<file path="config.mk">
export PLATFORM = sky130hd
export DESIGN_NAME = uart_rx_8n1
export DESIGN_NICKNAME = d
export VERILOG_FILES = /design/src/rtl/uart_rx_8n1.sv
export SDC_FILE = /design/constraint.sdc
export NUM_CORES = 1
export LEC_CHECK = 0
export BUFFER_PORTS_ARGS = -buffer_cell sky130_fd_sc_hd__clkbuf_2
export CAP_MARGIN = 0
export CORE_ASPECT_RATIO = 0.9
export CORE_UTILIZATION = 54
export CTS_BUF_LIST = sky130_fd_sc_hd__clkbuf_4
export DETAILED_ROUTE_END_ITERATION = 7
export PLACE_DENSITY = 0.74
export SETUP_SLACK_MARGIN = 0.05
export SLEW_MARGIN = 20
export SYNTH_ARGS = -nofsm -noshare
export SYNTH_HDL_FRONTEND = slang
export SYNTH_SLANG_ARGS = --single-unit
</file>
<file path="constraint.sdc">
create_clock -name clk -period 1.3 [get_ports clk]
set_input_delay 0.26 -clock clk [delete_from_list [all_inputs] [get_ports clk]]
set_output_delay 0.26 -clock clk [all_outputs]
set_load 0.005 [all_outputs]
</file>
<file path="src/rtl/uart_rx_8n1.sv">
// 8N1 serial receiver: two-flop line synchroniser, mid-bit sampling FSM,
// one-cycle valid / framing-error pulses, break hold-off until the line idles.
module uart_rx_8n1 #(
   parameter int CLKS_PER_BIT = 16
) (
   input  logic       clk,
   input  logic       rst,
   input  logic       rx_i,
   output logic [7:0] data_o,
   output logic       valid_o,
   output logic       frame_err_o,
   output logic       busy_o
);

   // state  | meaning
   // IDLE   | line idle, waiting for a falling edge on rx_s
   // START  | timing to mid start bit to confirm it is still low
   // DATA   | sampling eight data bits at mid-bit, LSB first
   // STOP   | sampling the stop bit at mid-bit
   // BREAK  | stop bit was low; wait for the line to return high

   localparam int TW = $clog2(CLKS_PER_BIT);
   localparam logic [TW-1:0] HALF_TC = TW'(CLKS_PER_BIT / 2 - 1);
   localparam logic [TW-1:0] FULL_TC = TW'(CLKS_PER_BIT - 1);

   if (CLKS_PER_BIT < 4 || (CLKS_PER_BIT % 2) != 0) begin : g_bad_param
      $error("uart_rx_8n1: CLKS_PER_BIT must be even and at least 4");
   end

   typedef enum logic [2:0] {
      S_IDLE,
      S_START,
      S_DATA,
      S_STOP,
      S_BREAK
   } state_t;

   state_t        state, state_n;
   logic          rx_m, rx_s;
   logic [TW-1:0] timer, timer_n;
   logic [2:0]    idx, idx_n;
   logic [7:0]    shreg, shreg_n;
   logic [7:0]    data_n;
   logic          valid_n, ferr_n;

   always_ff @(posedge clk) begin
      if (rst) begin
         rx_m <= 1'b1;
         rx_s <= 1'b1;
      end else begin
         rx_m <= rx_i;
         rx_s <= rx_m;
      end
   end

   always_ff @(posedge clk) begin
      if (rst) begin
         state       <= S_IDLE;
         timer       <= '0;
         idx         <= '0;
         shreg       <= '0;
         data_o      <= '0;
         valid_o     <= 1'b0;
         frame_err_o <= 1'b0;
      end else begin
         state       <= state_n;
         timer       <= timer_n;
         idx         <= idx_n;
         shreg       <= shreg_n;
         data_o      <= data_n;
         valid_o     <= valid_n;
         frame_err_o <= ferr_n;
      end
   end

   always_comb begin
      state_n = state;
      timer_n = timer + TW'(1);
      idx_n   = idx;
      shreg_n = shreg;
      data_n  = data_o;
      valid_n = 1'b0;
      ferr_n  = 1'b0;
      case (state)
         S_IDLE: begin
            timer_n = '0;
            if (!rx_s) state_n = S_START;
         end
         S_START: begin
            if (timer == HALF_TC) begin
               timer_n = '0;
               idx_n   = '0;
               state_n = rx_s ? S_IDLE : S_DATA;
            end
         end
         S_DATA: begin
            if (timer == FULL_TC) begin
               timer_n = '0;
               shreg_n = {rx_s, shreg[7:1]};
               if (idx == 3'd7) state_n = S_STOP;
               else             idx_n   = idx + 3'd1;
            end
         end
         S_STOP: begin
            if (timer == FULL_TC) begin
               timer_n = '0;
               if (rx_s) begin
                  data_n  = shreg;
                  valid_n = 1'b1;
                  state_n = S_IDLE;
               end else begin
                  ferr_n  = 1'b1;
                  state_n = S_BREAK;
               end
            end
         end
         S_BREAK: begin
            // a held-low line must not be re-armed as a new start bit
            timer_n = '0;
            if (rx_s) state_n = S_IDLE;
         end
         default: begin
            timer_n = '0;
            state_n = S_IDLE;
         end
      endcase
   end

   assign busy_o = (state != S_IDLE);

endmodule

</file>
Word-level counts from Yosys, hierarchy flattened
Cells that the tools add are included.
Storage, ports and cells
  register bits after elaboration: 30
  input bits: 3
  output and inout port bits: 11
  word-level logic and storage cells: 54
Operators by class
  $add $sub $neg: 2
  equality and inequality tests: 14
  multiplexer cells: 18
  bitwise gates (word level): 2
  reductions and logical operators: 9
Operator list (count)
  2-to-1 mux 3 bit: 10
  one-hot mux 3 bit (5 select lines): 1
  inequality test 2 bit (second input constant): 7
  2-to-1 mux 4 bit: 2
  one-hot mux 4 bit (2 select lines): 1
  == test 3 x 2 -> 1 bit (second input constant): 2
  == test 3 bit (second input constant): 2
  one-hot mux 3 bit (2 select lines): 1
  AND reduction 6 bit: 1
  adder 4 x 1 -> 4 bit (second input constant): 1
  == test 4 x 3 -> 1 bit (second input constant): 1
  == test 4 bit (second input constant): 1
  AND reduction 4 bit: 1
  adder 3 x 1 -> 3 bit (second input constant): 1
  == test 3 x 1 -> 1 bit (second input constant): 1
  zero test 3 bit: 1
  AND reduction 3 bit: 1
  nonzero test 3 bit: 1
  OR reduction 3 bit: 1
  2-to-1 mux 1 bit: 2
  2-to-1 mux 2 bit: 1
  inverter 1 bit: 2
  AND reduction 2 bit: 1
  nonzero test 2 bit: 1
  OR reduction 2 bit: 1

Depth between registers and ports, before layout
Gate-level depths: netlist of the first run.
  depth in word-level cells: 4
  depth in mapped cells: 6
  depth with buffers taken out: 5

Worst setup path after synthesis of the first run
No wires, ideal clock.
  path kind: reg2reg
  start: register timer[0]
  end: register data_o[0]
  setup time: 72 ps
  arrival time: 1354 ps
  required time: 1228 ps
  setup slack: -125 ps
  stages on the path, launching flop included: 7
  buffers on the path: 2
  clock period less this slack: 1425 ps
  cell sequence: dfxtp_1 > ha_1 > buf_4 > and4_4 > and4_4 > buf_8 > mux2i_1
Between the ends
  longest elaborated chain between the ends: 2
Ends and longest elaborated chain
  start: declaration: RTL line 40  | logic [TW-1:0] timer, timer_n;
  start signal: assignment: RTL line 67  | timer <= timer_n;
  == test 4 bit: RTL line 105  | if (timer == FULL_TC) begin
  AND reduction 3 bit (no source line)
  end signal: assignment: RTL line 70  | data_o <= data_n;
  end: declaration: RTL line 9  | output logic [7:0] data_o,
Every way passes these cells.
A chain may end at the register's enable or synchronous reset.

Worst setup path in the final report of the first run
  start: register state[0]
  end: output port busy_o
Between the ends
  longest elaborated chain between the ends: 1
Ends and longest elaborated chain
  start: declaration: RTL line 38  | state_t state, state_n;
  start signal: assignment: RTL line 66  | state <= state_n;
  nonzero test 3 bit: RTL line 129  | assign busy_o = (state != S_IDLE);
  end: declaration: RTL line 12  | output logic busy_o
Every way passes these cells.

==> results.tsv, run 1 <==
metric	value	unit
cts-hold-fix-buffers	0	
ant_nets	0	
detail_route.wirelength	2.79	mm
endpoint_type_of_the_worst_setup_path	output pin	
synth_largest_area_cell	sky130_fd_sc_hd__dfxtp_1	
finalWorstPathRequiredPeriod	1.50	ns
grt_start_max_net_pins	18	
hold_depth	2	
synth_top_family_by_area	simple AND/OR/NAND/NOR gates	
netlist.area_leader.share	44.7	%
ffs_w_async_s_r_synth	0	%
min_delay_path_class	in -> reg	
gp_congestion	0.796	
drt-pass1-iter-count	4	
ff2ff_setup_slack	-0.07	ns
leakagePower	0.689	nW
ctsRootBufferMaster	sky130_fd_sc_hd__clkbuf_4	
place.port_buffers	13	
number_of_antenna_violations_at_the_first_check_in_global_routing	0	
hold_start	rx_i	
track_usage	22.7	%
status	finished, violations left	
worst_skew_pair.late_latency	0.32	ns
crit_path_start	state[0]$_SDFFE_PP0P_	
synth_enable_flop_cells	0	
p_total	1.48	mW
drt-vias-per-instance	5.52	
worst-setup-path-type	reg -> out	
setup_crit_start_kind	flop	
yosysWarnings	0	
clk_path_buf_depth	2	
synth_nets	150	
fp.dieH	49.3	um
cts_max_level	2	
fin_ws	-0.203	ns
muxShareOfSynthArea	8.19	%
cp_slowest_cell	sky130_fd_sc_hd__or3_4	
yosys.area_share.simple	25.2	%
timing_max_transition_violations_final	0	
tightestPinTransition	0.274	ns
drt_iter0_markers	27	
yosys.area_share.adder	2.79	%
syn_area	1350	um2
route.vias.total	1149	
hold_end	rx_m$_SDFF_PP1_	
vdd_ir_drop_max	0.737	mV
clk_pin_slew_worst_paths	0.08	ns
tritoncts_num_sinks	30	
synth_commonest_cells	sky130_fd_sc_hd__dfxtp_1 (30), sky130_fd_sc_hd__nand2b_1 (21), sky130_fd_sc_hd__mux2i_1 (11)	
cp.required	1.04	ns
ys_seq_area_share	44.7	%
timing.rr.start	state[1]$_SDFFE_PP0P_	
global_route.overflow_total	0	
initial_core_util	59.5	%
proportion_of_layout_cells_with_a_drive_suffix_above_1	44.2	%
maxCapViolations	0	
pin_count	14	
rsz0062_at_grt	yes	
setup-tns-final	-0.479	ns
netlist_instances	144	
detail_route.wl_per_cell	13.4	um
cp_slowest_stage_delay	0.35	ns
n_antenna_cell	0	
route.detailed.drc	0	
max-slew-margin-rel	81.7	%
number_of_global_route_vias_before_repair	1005	
place.detailed.hpwl	1.84	mm
std_cell_rows	16	
max_freq	665	MHz
synth-compound-area-share	12.0	%
layout.nets	188	
placeableCoreArea	2260	um2
area_growth_syn_to_layout	33.0	%
numCtsBuffers	5	
first_pass_grt_wire_length	4.40	mm
powerDensity	826	nW/um2
reg2reg_to	idx[1]$_SDFFE_PP0P_	
skew	0.00455	ns
violations_in_the_final_reports	setup timing	
crit_path_cell_trace	buf_6 > or3_4 > clkbuf_2	
die_w	54.6	um
synth_xor_area_share	1.30	%
design.die.area	2690	um2
finalCritPeriodShare	116	%
cp_data_arrival_time	1.24	ns
final-setup-viol-count	12	
synth_seq_cells	30	
max_fo_critical_path	6	
clock_tree_from_tritoncts	done	
r2r_depth	5	
synthMostInstantiatedCell	sky130_fd_sc_hd__dfxtp_1	
endpoints_failing_hold	0	
post_synth.cell_area_avg	9.34	um2
synth.top_cells.by_area	sky130_fd_sc_hd__dfxtp_1 (45%), sky130_fd_sc_hd__nand2b_1 (9.8%), sky130_fd_sc_hd__mux2i_1 (8.2%), sky130_fd_sc_hd__nand3_1 (3.7%), sky130_fd_sc_hd__o21ai_0 (3.7%)	
synth.distinct_cells	34	
synth_flop_cell	sky130_fd_sc_hd__dfxtp_1	
-- critical path, delay by kind of cell, from the launching register on --
kind | cells | cell delay, ns
and+or+nand+nor | 1 | 0.35
DFF | 1 | 0.33
buffers and inverters | 2 | 0.24
-- how the worst max path moves through the flow --
stage,to,slack (ns),depth (start not counted)
global placement,idx[0]$_SDFFE_PP0P_,-0.02,5
CTS,busy_o,-0.20,3
finish,busy_o,-0.20,3
detailed placement,idx[1]$_SDFFE_PP0P_,-0.08,5
global route,busy_o,-0.25,3
floorplan,data_o[0]$_SDFFE_PP0P_,-0.06,6
-- placed cells by master, fill, tap and decap left out, drive strengths merged --
cell type,instances
xor2,1
a21oi,8
nand4,2
ha,3
xnor2,1
or3,2
a311oi,1
clkinv,1
a211oi,2
nor4b,1
inv,3
and3,1
dfxtp,30
nand3,10
nor3,1
nand2b,21
nand2,3
clkbuf,18
o21a,1
a22o,1
or2,3
o21ai,10
a21boi,1
a41oi,1
nor2,9
nor4,1
nor3b,1
o2111ai,1
mux2i,11
and4,2
buf,29
and4bb,1
-- routing by layer --
layer,vias to the layer above,routed length (um),share of wire (%),GRT usage [%]
met2,38,1270,45,30.5
met4,0,48,1.7,10.3
li1,577,-,-,-
met1,526,1310,47,32.5
met5,-,0,0,0
met3,8,166,5.9,6.54
-- flip-flops by register name, summed over array words and instances, names as in the netlist --
name,cells
valid_o,1
timer,4
state,3
idx,3
rx_s,1
frame_err_o,1
shreg,8
data_o,8
rx_m,1
-- timing repair --
item,in CTS,in global routing
resized for setup,8,24
setup endpoints to repair,17,22
buffers inserted,5,8
pin swaps,3,12
gates cloned,0,0
-- power breakdown --
part           total [mW]  switching, mW  internal (mW)
logic              0.0867         0.0412         0.0455
clock network       0.464          0.281          0.184
registers           0.927        0.00522          0.922
total                1.48          0.327           1.15
-- logic make-up (layout without fill, tap and decap cells) --
logic type,Yosys count,count (layout)
simple gates,58,58
flops,30,30
compound gates,26,26
buf+inv,14,51
mux,11,11
fa+ha+maj,3,3
xor+xnor,2,2
-- stage by stage --
step | cell area (um2) | hold WS, ns | util (%) | setup slack, ns | std cells
finish | 1790 | 0.120 | 79.1 | -0.203 | 208
global route | 1790 | 0.107 | 79.1 | -0.253 | 208
CTS | 1670 | 0.110 | 74.0 | -0.200 | 201
detailed placement | 1580 | 0.393 | 69.6 | -0.0814 | 190
global placement | 1580 | 0.391 | 69.6 | -0.0233 | 190
floorplan | 1410 | 0.364 | - | -0.0558 | 144
-- layout make-up --
cell class | instances | area [um2]
flip-flops and latches | 30 | 612
clock inverters | 1 | 3.75
clock buffers | 5 | 37.5
repair buffers | 42 | 310
inverters | 3 | 11.3
fillers | 150 | 473
multi-input cells | 100 | 781
well taps | 27 | 33.8
No activity file was read; power rests on OpenSTA's default activity.
==> run 2: changes to the inputs <==
CTS_CLUSTER_DIAMETER = 150   (was default)
PLACE_DENSITY = default   (was 0.74)
PLACE_DENSITY_LB_ADDON = 0.3   (was default)
SLEW_MARGIN = default   (was 20)
==> run 2 against run 1 <==
  * The flow still finishes with violations (setup timing)
  * Critical endpoint unchanged
  * Fmax rose by 8.1%
  * Non-clock buffer count is 6 lower
  * Largest cell class unchanged
  * Register-to-register slack barely moved
  * Critical path type unchanged
  * Final cell count is 1.9% lower
==> results.tsv, run 2 (synthesis gave the netlist of run 1 again) <==
metric	value	unit	change
status	finished, violations left		unchanged
violations_in_the_final_reports	setup timing		unchanged
hold_depth	2		unchanged
tritoncts_num_sinks	30		unchanged
place.detailed.hpwl	1.89	mm	was 1.84 mm
number_of_global_route_vias_before_repair	1057		was 1005
grt_start_max_net_pins	26		was 18
layout.nets	182		was 188
cts_max_level	2		unchanged
placeableCoreArea	2260	um2	unchanged
ff2ff_setup_slack	-0.06	ns	was -0.07 ns
number_of_antenna_violations_at_the_first_check_in_global_routing	0		unchanged
first_pass_grt_wire_length	4.54	mm	was 4.40 mm
r2r_depth	5		unchanged
finalWorstPathRequiredPeriod	1.39	ns	was 1.50 ns
clock_tree_from_tritoncts	done		unchanged
n_antenna_cell	0		unchanged
reg.largest.list	data_o x8, shreg x8, timer x4		unchanged
power_frac_comb	4.8	%	was 5.9%
place.port_buffers	13		unchanged
min_delay_path_class	in -> reg		unchanged
vdd_ir_drop_max	0.800	mV	was 0.737 mV
area_growth_syn_to_layout	28.0	%	was 33.0%
ant_nets	0		unchanged
final-setup-viol-count	11		was 12
max_fo_critical_path	2		was 6
global_route.overflow_total	0		unchanged
setup_crit_start_kind	flop		unchanged
track_usage	23.2	%	was 22.7%
clk_path_buf_depth	2		unchanged
reg2reg_to	idx[0]$_SDFFE_PP0P_		was idx[1]$_SDFFE_PP0P_
leakagePower	0.655	nW	was 0.689 nW
clk_pin_slew_worst_paths	0.08	ns	about the same
pin_count	14		unchanged
switching_share	22.9	%	was 22.1%
hold_start	rx_i		unchanged
drt_iter0_markers	26		was 27
fin_ws	-0.0902	ns	was -0.203 ns
route.vias.total	1137		was 1149
most-common-layout-cells	sky130_fd_sc_hd__dfxtp_1 (22), sky130_fd_sc_hd__buf_4 (22), sky130_fd_sc_hd__nand2b_1 (21)		was sky130_fd_sc_hd__buf_4 (25), sky130_fd_sc_hd__dfxtp_1 (23), sky130_fd_sc_hd__nand2b_1 (21)
internal_power	1.18	mW	was 1.15 mW
max-slew-margin-rel	75.5	%	was 81.7%
detail_route.wl_per_cell	13.8	um	was 13.4 um
post-place-ws	-0.0680	ns	was -0.0814 ns
route.detailed.drc	0		unchanged
endpoints_failing_hold	0		unchanged
cp_data_arrival_time	1.13	ns	was 1.24 ns
share_clk_of_total_power	34.7	%	was 31.4%
cp.required	1.04	ns	about the same
rsz0062_at_grt	yes		unchanged
skew	0.0164	ns	was 0.00455 ns
drt-vias-per-instance	5.57		was 5.52
die_w	54.6	um	unchanged
powerDensity	888	nW/um2	was 826 nW/um2
worst-setup-path-type	reg -> out		unchanged
design.die.area	2690	um2	unchanged
initial_core_util	59.5	%	unchanged
gp_congestion	0.802		was 0.796
finalCritPeriodShare	107	%	was 116%
worst_skew_pair.late_latency	0.33	ns	was 0.32 ns
timing.rr.start	idx[1]$_SDFFE_PP0P_		was state[1]$_SDFFE_PP0P_
numCtsBuffers	5		unchanged
std_cell_rows	16		unchanged
detail_route.wirelength	2.81	mm	was 2.79 mm
setup-tns-final	-0.366	ns	was -0.479 ns
max_freq	719	MHz	was 665 MHz
drt-pass1-iter-count	5		was 4
power_frac_seq	60.6	%	was 62.7%
ctsRootBufferMaster	sky130_fd_sc_hd__clkbuf_4		unchanged
hold_end	rx_m$_SDFF_PP1_		unchanged
endpoint_type_of_the_worst_setup_path	output pin		unchanged
proportion_of_layout_cells_with_a_drive_suffix_above_1	41.8	%	was 44.2%
net-switching-power	350	uW	was 327 uW
cts-hold-fix-buffers	0		unchanged
fp.dieH	49.3	um	unchanged
timing_max_transition_violations_final	0		unchanged
utilization	76.1	%	was 79.1%
maxCapViolations	0		unchanged
tightestPinTransition	0.367	ns	was 0.274 ns
==> run 2: worst max-delay path: stages (launching register included) <==
cell	delay (ns)
sky130_fd_sc_hd__dfxtp_4	0.34
sky130_fd_sc_hd__or3_1	0.35
sky130_fd_sc_hd__clkbuf_2	0.12
==> run 2: through the flow <==
step	total power, mW	hold WS [ns]	cells	cell area (um2)
floorplan	0.990	0.364	144	1410
global route	1.61	0.0978	204	1720
CTS	1.52	0.120	203	1670
global placement	1.01	0.394	190	1560
finish	1.53	0.121	204	1720
detailed placement	1.01	0.405	190	1560
==> run 2: per-layer routing <==
layer,up-vias,share of wire (%),track usage [%]
li1,567,-,-
met1,530,46,28.7
met2,36,48,36.1
met3,4,4.8,8.10
met4,0,1.2,8.12
met5,-,0,0
==> run 2: repair_timing <==
action,4_1_cts,5_1_grt
gates resized for setup,6,22
setup endpoints to repair,15,24
buffers inserted,5,1
hold endpoints to repair,0,0
pin swaps,4,2
==> run 2: power by group through the flow <==
| stage | Sequential, mW | Combinational (mW) | Clock, mW |
|---|---|---|---|
| after floorplan | 0.949 | 0.0412 | 0 |
| after global placement | 0.953 | 0.0577 | 0 |
| after detailed placement | 0.953 | 0.0598 | 0 |
| after CTS | 0.926 | 0.0662 | 0.532 |
| after global routing | 0.927 | 0.0795 | 0.599 |
| final | 0.926 | 0.0727 | 0.530 |
==> run 2: final cells by class <==
type,count,area (um2)
multi-input combinational,100,766
fill,158,541
clock buffer,6,45.0
inverter,3,11.3
clock inverter,2,8.76
timing repair buffer,36,241
sequential,30,616
tap,27,33.8
==> run 2: worst max path at each step <==
stage                               start                     end  slack (ns)
global route        state[0]$_SDFFE_PP0P_                  busy_o       -0.14
detailed placement    idx[1]$_SDFFE_PP0P_     idx[1]$_SDFFE_PP0P_       -0.07
global placement      idx[1]$_SDFFE_PP0P_     idx[1]$_SDFFE_PP0P_       -0.02
floorplan             timer[1]$_SDFF_PP0_  data_o[0]$_SDFFE_PP0P_       -0.06
CTS                 state[0]$_SDFFE_PP0P_                  busy_o        -0.1
finish              state[0]$_SDFFE_PP0P_                  busy_o       -0.09
==> run 3: changes to the inputs <==
==> constraint.sdc (replaced) <==
create_clock -name clk -period 1.3 [get_ports clk]
set_input_delay 0.195 -clock clk [delete_from_list [all_inputs] [get_ports clk]]
set_output_delay 0.195 -clock clk [all_outputs]
set_load 0.005 [all_outputs]
==> run 3 against run 2 <==
  * The flow still finishes with violations (setup timing)
  * First-iteration DRC count grew to 2.6 times the previous value
  * Clock-buffer cell count shrank 1
  * Core utilization grew 5.0 points
  * Global-route usage grew 2.8 points
  * Critical path depth grew 3
  * Register-to-register slack lost 0.09 ns
  * Sequential share of layout area shrank 2.2 points
  * Fmax shrank 3.9%
  * Total power grew 12%
  * Clock skew grew 0.0050 ns
  * Non-clock buffer count grew 3
  * Sequential power is essentially flat
  * Critical path type is now reg -> reg
  * Critical endpoint is now idx[2]$_SDFFE_PP0P_
==> results.tsv, run 3 (synthesis gave the netlist of run 1 again) <==
metric	value	unit	change
number_of_antenna_violations_at_the_first_check_in_global_routing	0		unchanged
max_freq	691	MHz	was 719 MHz
drt-vias-per-instance	6.08		was 5.57
final-instance-count-excl-fill	206		was 204
timing.critical_path.max_delay_family	flip-flops		was simple AND/OR/NAND/NOR gates
cts-hold-fix-buffers	0		unchanged
max_fo_critical_path	3		was 2
tritoncts_num_sinks	30		unchanged
skew	0.0214	ns	was 0.0164 ns
crit_top_cell	sky130_fd_sc_hd__ha_4		
numCtsBuffers	5		unchanged
min_delay_path_class	in -> reg		unchanged
track_usage	25.9	%	was 23.2%
endpoint_type_of_the_worst_setup_path	flop		was output pin
number_of_global_route_vias_before_repair	1066		was 1057
clk_pin_slew_worst_paths	0.09	ns	was 0.08 ns
finalCritPeriodShare	111	%	was 107%
final_design_area_no_fill	1830	um2	was 1720 um2
reg.largest.list	data_o x8, shreg x8, timer x4		unchanged
grt_start_max_net_pins	26		unchanged
rsz0062_at_grt	yes		unchanged
most_common_cell_after_layout_fill_and_taps_aside	sky130_fd_sc_hd__dfxtp_1		
route.detailed.drc	0		unchanged
fillerInstances	147		was 158
proportion_of_layout_cells_with_a_drive_suffix_above_1	46.4	%	was 41.8%
ctsRootBufferMaster	sky130_fd_sc_hd__clkbuf_4		unchanged
gp_congestion	0.782		was 0.802
initial_core_util	59.5	%	unchanged
detail_route.wirelength	3.78	mm	was 2.81 mm
ant_nets	0		unchanged
violations_in_the_final_reports	setup timing		unchanged
regArea	616	um2	unchanged
timing_max_transition_violations_final	0		unchanged
cp.buffers_inverters	0		was 1
n_antenna_cell	0		unchanged
layout.nets	185		was 182
max-slew-margin-rel	70.3	%	was 75.5%
cp_slowest_stage_delay	0.36	ns	was 0.35 ns
detail_route.wl_per_cell	18.4	um	was 13.8 um
std_cell_rows	16		unchanged
place.detailed.instances	191		was 190
fp.dieH	49.3	um	unchanged
place.detailed.hpwl	1.97	mm	was 1.89 mm
status	finished, violations left		unchanged
vdd_ir_drop_max	0.999	mV	was 0.800 mV
combined_area_of_the_multi_input_logic_cells	806	um2	was 766 um2
clk_path_buf_depth	2		unchanged
setup_crit_start_kind	flop		unchanged
route.vias.total	1253		was 1137
cp_slowest_cell	sky130_fd_sc_hd__dfxtp_2		was sky130_fd_sc_hd__or3_1
whs	0.0543	ns	was 0.121 ns
pin_count	14		unchanged
first_pass_grt_wire_length	4.93	mm	was 4.54 mm
most-common-layout-cells	sky130_fd_sc_hd__dfxtp_1 (22), sky130_fd_sc_hd__nand2b_1 (21), sky130_fd_sc_hd__buf_4 (21)		was sky130_fd_sc_hd__dfxtp_1 (22), sky130_fd_sc_hd__buf_4 (22), sky130_fd_sc_hd__nand2b_1 (21)
worst_skew_pair.late_latency	0.33	ns	about the same
cp_data_arrival_time	1.68	ns	was 1.13 ns
p_total	1.72	mW	was 1.53 mW
placeableCoreArea	2260	um2	unchanged
drt_iter0_markers	68		was 26
crit_path_cell_trace	ha_4 > ha_4 > and4bb_2 > o2111ai_4 > mux2i_1		was or3_1 > clkbuf_2
utilization	81.1	%	was 76.1%
final-setup-viol-count	17		was 11
cp.required	1.53	ns	was 1.04 ns
worst-setup-path-type	reg -> reg		was reg -> out
fin_ws	-0.147	ns	was -0.0902 ns
endpoints_failing_hold	0		unchanged
tightestPinTransition	0.445	ns	was 0.367 ns
area_growth_syn_to_layout	36.4	%	was 28.0%
place.port_buffers	13		unchanged
powerDensity	935	nW/um2	was 888 nW/um2
global_route.overflow_total	0		unchanged
leakagePower	0.689	nW	was 0.655 nW
maxCapViolations	0		unchanged
finalWorstPathRequiredPeriod	1.45	ns	was 1.39 ns
cts_max_level	2		unchanged
placed_cell_area	1570	um2	was 1560 um2
design.die.area	2690	um2	unchanged
die_w	54.6	um	unchanged
drt-pass1-iter-count	4		was 5
clock_tree_from_tritoncts	done		unchanged
[run 3: cell types whose count changed in the layout (fill, tap and decap cells not counted), sizes merged]
cell | previous run | this run
bufinv | 0 | 1
buf | 23 | 25
clkinv | 2 | 1
[run 3: worst paths after layout]
path                                     startpoint  slack [ns]  depth (start not counted)             endpoint
worst max-delay path            idx[1]$_SDFFE_PP0P_       -0.15                          5  idx[2]$_SDFFE_PP0P_
worst min-delay path                           rx_i        0.05                          2      rx_m$_SDFF_PP1_
worst min register to register      rx_m$_SDFF_PP1_        0.43                          1      rx_s$_SDFF_PP1_
worst max register to register  idx[1]$_SDFFE_PP0P_       -0.15                          5  idx[2]$_SDFFE_PP0P_
[run 3: area by class of cell]
| cell class | count | area share [%] |
|---|---|---|
| Multi-Input combinational cell | 100 | 43.9 |
| Sequential cell | 30 | 33.6 |
| Timing Repair Buffer | 39 | 16.2 |
| Clock buffer | 5 | 2.05 |
| Clock inverter | 2 | 1.84 |
| Tap cell | 27 | 1.84 |
| Inverter | 3 | 0.614 |
[run 3: what timing repair did]
item,4_1_cts,5_1_grt
setup buffers,6,2
cloned,0,1
pin swaps,3,12
endpoints found under the setup margin,21,24
resized for setup,7,30
[run 3: power breakdown]
| part | switching (mW) | internal, mW | leakage, nW |
|---|---|---|---|
| Clock | 0.318 | 0.389 | 0.0387 |
| Sequential | 0.00600 | 0.921 | 0.247 |
| Combinational | 0.0442 | 0.0368 | 0.403 |
[run 3: metal layers]
| layer | vias up | share of wire (%) | GRT usage, % |
|---|---|---|---|
| met1 | 587 | 41 | 33.3 |
| li1 | 571 | - | - |
| met5 | - | 0 | 0 |
| met2 | 79 | 49 | 39.8 |
| met4 | 0 | 2.1 | 7.26 |
| met3 | 16 | 7.7 | 9.66 |
[run 3: metrics by stage]
stage	setup slack (ns)	setup TNS, ns
6_report	-0.147	-1.03
5_1_grt	-0.207	-1.65
4_1_cts	-0.120	-0.482
3_5_place_dp	-0.0718	-0.242
3_3_place_gp	-0.0228	-0.0629
2_1_floorplan	-0.0558	-0.492
